--- config.mk ---
export PLATFORM = sky130hd
export DESIGN_NAME = aes_prng_clearing_arb
export DESIGN_NICKNAME = d
export VERILOG_FILES = /design/src/rtl/aes_pkg.sv /design/src/rtl/aes_prng_clr_rr_arb.sv /design/src/rtl/aes_prng_clearing_arb.sv
export SDC_FILE = /design/constraint.sdc
export NUM_CORES = 1
export LEC_CHECK = 0
export ABC_CLOCK_PERIOD_IN_PS = 1710
export CORE_AREA = 2 2 39 41
export DETAILED_ROUTE_END_ITERATION = 8
export DIE_AREA = 0 0 41 43
export MAX_ROUTING_LAYER = met4
export PLACE_DENSITY = 0.82
export SLEW_MARGIN = 20
export SYNTH_ARGS = -nofsm -noshare
export SYNTH_HDL_FRONTEND = slang
export SYNTH_SLANG_ARGS = --single-unit
export TNS_END_PERCENT = 5
--- constraint.sdc ---
create_clock -name clk_i -period 1.71 [get_ports clk_i]
set_clock_uncertainty 0.05 [all_clocks]
set_input_delay 0.2565 -clock clk_i [delete_from_list [all_inputs] [get_ports clk_i]]
set_output_delay 0.2565 -clock clk_i [all_outputs]
set_load 0.02 [all_outputs]
--- src/rtl/aes_pkg.sv ---
// Shared types and constants for the AES clearing-PRNG arbiter.
package aes_pkg;

    localparam int unsigned PrngClrReseedPeriodDefault = 1024;

    // One-hot state encoding keeps the decode of each output a single flop bit.
    typedef enum logic [2:0] {
        CLR_IDLE   = 3'b001,
        CLR_DATA   = 3'b010,
        CLR_RESEED = 3'b100
    } aes_prng_clr_arb_e;

endpackage

--- src/rtl/aes_prng_clr_rr_arb.sv ---
// Combinational round-robin picker: first asserted request at or after ptr_i, wrapping.
module aes_prng_clr_rr_arb
    import aes_pkg::*;
#(
    parameter int unsigned NumReq = 4,
    parameter int unsigned IdxW   = $clog2(NumReq)
) (
    input  logic [NumReq-1:0] req_i,
    input  logic [IdxW-1:0]   ptr_i,
    output logic              valid_o,
    output logic [IdxW-1:0]   idx_o
);

    logic            w_found;
    logic [IdxW-1:0] w_cand;

    always_comb begin
        w_found = 1'b0;
        w_cand  = '0;
        idx_o   = '0;
        for (int unsigned k = 0; k < NumReq; k++) begin
            w_cand = IdxW'((32'(ptr_i) + k) % NumReq);
            if (!w_found && req_i[w_cand]) begin
                w_found = 1'b1;
                idx_o   = w_cand;
            end
        end
        valid_o = w_found;
    end

endmodule

--- src/rtl/aes_prng_clearing_arb.sv ---
// Round-robin sharing of the clearing PRNG data port plus reseed sequencing.
// Periodic auto-reseed is enabled by defining AES_PRNG_CLR_AUTO_RESEED_EN.
module aes_prng_clearing_arb
    import aes_pkg::*;
#(
    parameter int unsigned NumReq       = 4,
    parameter int unsigned ReseedPeriod = PrngClrReseedPeriodDefault,
    parameter int unsigned IdxW         = $clog2(NumReq)
) (
    input  logic              clk_i,
    input  logic              rst_i,
    input  logic [NumReq-1:0] req_i,
    output logic [NumReq-1:0] ack_o,
    output logic [IdxW-1:0]   gnt_idx_o,
    input  logic              reseed_req_i,
    output logic              reseed_ack_o,
    output logic              prng_data_req_o,
    input  logic              prng_data_ack_i,
    output logic              prng_reseed_req_o,
    input  logic              prng_reseed_ack_i,
    output logic              busy_o
);

    aes_prng_clr_arb_e r_state;
    aes_prng_clr_arb_e w_state_next;

    logic [IdxW-1:0] r_gnt;
    logic [IdxW-1:0] r_ptr;
    logic [IdxW-1:0] w_ptr_inc;
    logic            w_rr_valid;
    logic [IdxW-1:0] w_rr_idx;
    logic            w_auto_due;
    logic            w_reseed_go;
    logic            w_data_done;
    logic            w_reseed_done;

    aes_prng_clr_rr_arb #(
        .NumReq (NumReq),
        .IdxW   (IdxW)
    ) u_rr_arb (
        .req_i   (req_i),
        .ptr_i   (r_ptr),
        .valid_o (w_rr_valid),
        .idx_o   (w_rr_idx)
    );

    assign w_data_done   = (r_state == CLR_DATA) && prng_data_ack_i;
    assign w_reseed_done = (r_state == CLR_RESEED) && prng_reseed_ack_i;
    assign w_reseed_go   = reseed_req_i || w_auto_due;
    assign w_ptr_inc     = (r_gnt == IdxW'(NumReq - 1)) ? '0 : r_gnt + IdxW'(1);

`ifdef AES_PRNG_CLR_AUTO_RESEED_EN
    localparam int unsigned CntW = $clog2(ReseedPeriod + 1);

    logic [CntW-1:0] r_word_cnt;

    // Counts acked data words since the last reseed; saturates at the period.
    always_ff @(posedge clk_i) begin
        if (rst_i) begin
            r_word_cnt <= '0;
        end else if (w_reseed_done) begin
            r_word_cnt <= '0;
        end else if (w_data_done && (r_word_cnt != CntW'(ReseedPeriod))) begin
            r_word_cnt <= r_word_cnt + CntW'(1);
        end
    end

    assign w_auto_due = (r_word_cnt == CntW'(ReseedPeriod));
`else
    assign w_auto_due = 1'b0;
`endif

    // State register.
    always_ff @(posedge clk_i) begin
        if (rst_i) begin
            r_state <= CLR_IDLE;
        end else begin
            r_state <= w_state_next;
        end
    end

    // Next-state logic; reseed wins over data and never interrupts a word.
    always_comb begin
        w_state_next = r_state;
        case (r_state)
            CLR_IDLE: begin
                if (w_reseed_go) begin
                    w_state_next = CLR_RESEED;
                end else if (w_rr_valid) begin
                    w_state_next = CLR_DATA;
                end
            end
            CLR_DATA: begin
                if (prng_data_ack_i) begin
                    w_state_next = CLR_IDLE;
                end
            end
            CLR_RESEED: begin
                if (prng_reseed_ack_i) begin
                    w_state_next = CLR_IDLE;
                end
            end
            default: w_state_next = CLR_IDLE;
        endcase
    end

    // Grant latches on the IDLE->DATA transition; pointer advances past each served consumer.
    always_ff @(posedge clk_i) begin
        if (rst_i) begin
            r_gnt <= '0;
            r_ptr <= '0;
        end else begin
            if ((r_state == CLR_IDLE) && !w_reseed_go && w_rr_valid) begin
                r_gnt <= w_rr_idx;
            end
            if (w_data_done) begin
                r_ptr <= w_ptr_inc;
            end
        end
    end

    // Output decode; acks pass straight through from the PRNG, qualified by state.
    always_comb begin
        ack_o             = '0;
        reseed_ack_o      = 1'b0;
        prng_data_req_o   = 1'b0;
        prng_reseed_req_o = 1'b0;
        busy_o            = 1'b0;
        case (r_state)
            CLR_DATA: begin
                prng_data_req_o = 1'b1;
                busy_o          = 1'b1;
                if (prng_data_ack_i) begin
                    ack_o[r_gnt] = 1'b1;
                end
            end
            CLR_RESEED: begin
                prng_reseed_req_o = 1'b1;
                busy_o            = 1'b1;
                reseed_ack_o      = prng_reseed_ack_i && reseed_req_i;
            end
            default: ;
        endcase
    end

    assign gnt_idx_o = r_gnt;

    a_params_ok: assert property (@(posedge clk_i)
        (ReseedPeriod >= 1) && (NumReq >= 2) && (NumReq <= 8));

    a_ack_onehot0: assert property (@(posedge clk_i) disable iff (rst_i)
        $onehot0(ack_o));

    a_prng_req_excl: assert property (@(posedge clk_i) disable iff (rst_i)
        !(prng_data_req_o && prng_reseed_req_o));

    // A consumer must hold its request until it is acked.
    a_req_held: assert property (@(posedge clk_i) disable iff (rst_i)
        (r_state == CLR_DATA) |-> req_i[r_gnt]);

endmodule
# Word level (Yosys, flattened, before mapping)
# Cells that the tools add are included.
# Widths: inputs -> output; s select.
[word_totals]
output_inout_bits = 10
regBits = 7
inputBits = 9
[op_classes]
eq_ne = 7
n_mux = 30
n_reduce_logical = 14
addsub = 4
order_cmp = 6
[ops]
columns = ["cell", "n"]
rows = [
  ["$lt 2x3->1 const B", 5],
  ["$mux 1", 13],
  ["$mux 3", 4],
  ["$mux 2", 5],
  ["$pmux 3 s3", 1],
  ["$bmux 1 s2", 4],
  ["$logic_and 1x1->1", 8],
  ["$mux 4", 2],
  ["$add 2x1->2 const B", 2],
  ["$add 2x2->2 const B", 2],
  ["$logic_not 1->1", 4],
  ["$ne 2x2->1 const B", 2],
  ["$eq 3x1->1 const B", 1],
  ["$eq 3x2->1 const B", 1],
  ["$eq 3x3->1 const B", 1],
  ["$ne 3x3->1 const B", 1],
  ["$reduce_and 3->1", 1],
  ["$demux 1 s2", 1],
  ["$eq 2x2->1 const B", 1],
  ["$ge 2x1->1 const B", 1],
  ["$reduce_or 2->1", 1],
]

# Depth between registers and ports, before layout
[depth]
ltp_word = 15
depth_mapped = 4
depth_no_buf = 4

# Hierarchy
# From an unflattened synthesis, not the netlist that was laid out.
[unflattened]
cells_unflattened = 62
area_unflattened_um2 = 505.5
[by_module_without_submodules]
columns = ["mod", "cells_each", "area_per_inst_um2", "instances"]
rows = [
  ["aes_prng_clearing_arb", 47, 427.9, 1],
  ["aes_prng_clr_rr_arb", 15, 77.6, 1],
]

# Least setup slack after synthesis
# No wires, ideal clock.
[synth_path]
path_type = "reg2out"
start = "register r_state[2]"
end = "output reseed_ack_o"
t_arrival_ps = 1342
required_ps = 1404
path_slack_ps = 62
stages_incl_launch_ff = 3
path_cell_list = "dfxtp_1 -> nor3b_1 -> and3_1"
[synth_between]
elab_chain_cells = 2
[synth_rtl]
columns = ["element", "line_no", "rtl"]
rows = [
  ["from (decl)", "aes_prng_clearing_arb.sv:24", "aes_prng_clr_arb_e r_state;"],
  ["from (signal assigned)", "aes_prng_clearing_arb.sv:78", "r_state <= w_state_next;"],
  ["$eq 3x3->1", "aes_prng_clearing_arb.sv:129", "case (r_state)"],
  ["$mux 1", "aes_prng_clearing_arb.sv:129", ""],
  ["to (decl)", "aes_prng_clearing_arb.sv:16", "output logic reseed_ack_o,"],
]
# No other way between the ends.

# Worst setup path in the final report
[layout_path]
start = "register r_state[2]"
end = "register r_gnt[1] (netlist: gnt_idx_o[1])"
[layout_between]
elab_chain_cells = 3
[layout_rtl]
columns = ["element", "line_no", "rtl"]
rows = [
  ["$eq 3x1->1", "aes_prng_clearing_arb.sv:113", "if ((r_state == CLR_IDLE) && !w_reseed_go && w_rr_valid) begin"],
  ["$logic_and 1x1->1 (2 in a row)", "aes_prng_clearing_arb.sv:113", ""],
  ["to (signal assigned)", "aes_prng_clearing_arb.sv:114", "r_gnt <= w_rr_idx;"],
  ["to (decl)", "aes_prng_clearing_arb.sv:27", "logic [IdxW-1:0] r_gnt;"],
]
# No other way between the ends.
# A chain may end at the register's enable or synchronous reset.

==> metrics.txt <==
Worst-path clk slew 50 ps; Inserted Diodes 0; Core ar. between 0.001 and 0.0015 mm2; total track usage between 15 and 20%; Max-slew headroom 67.93%; Sw Share between 20% and 30%; worst skew pair latency about 260 ps; Final GP Congestion roughly 0.87; Cell Count Post-Placement between 100 and 150; Slew @ Worst Pin 477.8 ps; Cell Area, Placed between 700 and 800 um2; Max Slew Vio Count 0; Clk pwr share ~30%; Vias between 500 and 600; Worst Setup EP gnt_idx_o[1]; Longest Clk Path Bufs 2; Layout Area Growth over Synthesis 65.11%; CTS H-tree lvls 1; Yosys cell types 26; Crit Reg-Reg Startpoint r_state[2]; Port Buf Inserts 18; clk root buf clkbuf_4; CTS Buf Count 3; Finished Layout Cells roughly 110; largest net degree at the start of global routing 8; Final Setup Violations 0; Worst EP required approximately 1800 ps; vias in the first global route roughly 520; crit start category register; FP Rows 14; Final Hold Vio Count 0; CP max FO 4; DR DRC count 0; CP Class register to register; die height between 40 and 50 um; initial drt markers 7; Synth warnings 0; Comb pwr share between 30% and 40%; share of cells above drive strength 1 between 30% and 40%; CP startpoint r_state[2]; VDD IR max about 0.27 mV; Mapped Cells 57; P_leak around 0.4 nW; Synth area leader dfxtp_1; die area 0.001763 mm2; RSZ-0062 raised after global routing true; hpwl dp about 960 um; status finished clean; Flop pwr share a little under two fifths; power per cell area 600.2 mW/mm2; maximum operating frequency roughly 0.60 GHz; Int Pwr 357.4 uW; final core utilization ~61%; Final Routed Wirelength 1.295 mm; Data arrival, critical path around 1800 ps; flop2flop setup slack 30 ps; initial core utilization between 30% and 40%; syn nets 70; routed wire length per instance ~12 um; Final Power 504.7 uW; width of the die approximately 41 um; aggregate global routing overflow 0; Mapped Area about 500 um2; post-CTS setup buffers 0; Hold-fix buffers, CTS 0; cells on worst reg2reg path 4; sequential share of the synthesized area between 20 and 30%; initial antenna violation count 0; Final period util 98.18%; Pre-antenna DRT Iters 4; Hold WC Path Type register to register; # IOs 19; Final ANT Viol Nets 0; reg-to-reg endpoint gnt_idx_o[1]; cell area after layout between 800 and 900 um2; pre-CTS setup slack -321.5 ps; CTS tree yes; DR vias/cell a little over 5; CTS Sinks 7; Avg Cell Area, Syn 8.934 um2; Max Cap Viol 0; endpoint type of the worst setup path register; setup ws final approximately 31 ps; Nets 105; Tmin final about 1700 ps; first-pass GRT wire length roughly 2.1 mm; Yosys top cell area share 27.52%; sw power 147.2 uW; Yosys reg bits 7; largest cells by area after synthesis dfxtp_1, ha_1, o41ai_2
state kept, by name, indices dropped and copies added, names as in the netlist:
| register | cells |
|---|---|
| r_ptr | 2 |
| gnt_idx_o | 2 |
| r_state | 3 |
cells by family (layout without fill, tap and decap cells):
kind of cell,count (synthesis),count (layout),share of synthesized area (%)
AOI/OAI and AO/OA,14,14,23.10
adders and majority gates,4,4,9.828
buffers and inverters,6,40,4.422
DFF,7,7,27.52
muxes,2,2,3.931
and+or+nand+nor,24,24,31.21
what timing repair did:
action / in CTS / in global routing
endpoints found under the hold margin: 0 / 0
resized for setup: 18 / 11
setup endpoints to repair: 8 / 10
pin swaps: 0 / 2
cell usage in the layout (no fill, tap or decap), types with 2 or more instances in the layout:
cell              n
a21o_1            2
a21oi_1           3
and2_1            4
buf_2             4
buf_4            12
clkbuf_4          3
clkdlybuf4s15_1   2
clkdlybuf4s50_1  10
dfxtp_1           5
dfxtp_2           2
dlygate4sd2_1     2
ha_1              4
inv_1             6
mux2i_1           2
nand2_1           2
nand2b_1          2
nor2_1            3
nor2b_1           2
nor3b_1           2
nor3b_2           2
through the flow:
step / hold WS, ps / TNS, ps
2_1_floorplan: 275.6 / 0
3_3_place_gp: 459.6 / -1491
3_5_place_dp: 465.6 / -1566
4_1_cts: 516.3 / -3.222
5_1_grt: 586.1 / -20.91
6_report: 555.9 / 0
Yosys cell counts, drive strengths merged:
library cell / count
and2: 4
and3: 1
a311oi: 1
nor4: 1
and4bb: 1
a21oi: 3
o311ai: 2
a21o: 2
o21a: 1
or3: 1
o21ai: 1
nand2: 2
ha: 4
inv: 6
nor2: 3
or2: 2
nor3b: 4
nor2b: 2
dfxtp: 7
o41ai: 2
nand2b: 2
mux2i: 2
a221oi: 1
or3b: 1
o21bai: 1
worst min path at each step:
stage,start,to,cells past startpoint
final,gnt_idx_o[0],gnt_idx_o[0],2
after global routing,gnt_idx_o[1],gnt_idx_o[1],2
after CTS,r_ptr[1],r_ptr[1],2
after detailed placement,r_ptr[0],r_ptr[0],2
after global placement,r_ptr[0],r_ptr[0],2
after floorplan,rst_i,r_state[1],1
power groups by stage:
stage | logic (mW) | registers, mW | clock network, mW
final | 0.160 | 0.192 | 0.152
after global routing | 0.176 | 0.194 | 0.169
after CTS | 0.153 | 0.191 | 0.154
after detailed placement | 0.154 | 0.192 | 0
after global placement | 0.150 | 0.192 | 0
after floorplan | 0.0724 | 0.193 | 0
worst max-delay path, cell delays in order (launching register included):
cell     delay [ps]
dfxtp_2         330
buf_4           130
or3b_4          370
or3_4           370
o41ai_4         330
per-layer routing:
| layer | GRT usage (%) | part of all wire, % | vias up |
|---|---|---|---|
| li1 | - | - | 278 |
| met1 | 21.50 | 41 | 247 |
| met2 | 26.56 | 52 | 15 |
| met3 | 4.188 | 4.1 | 7 |
| met4 | 14.00 | 3.6 | 0 |
| met5 | - | 0 | - |
final cells by class:
type / instances / area [um2]
Fill cell: 115 / 543.0
Multi-Input combinational cell: 44 / 381.6
Timing Repair Buffer: 30 / 247.7
Sequential cell: 7 / 142.6
Clock buffer: 4 / 26.28
Inverter: 6 / 22.52
Tap cell: 16 / 20.02
(Power assumes the default switching activity.)
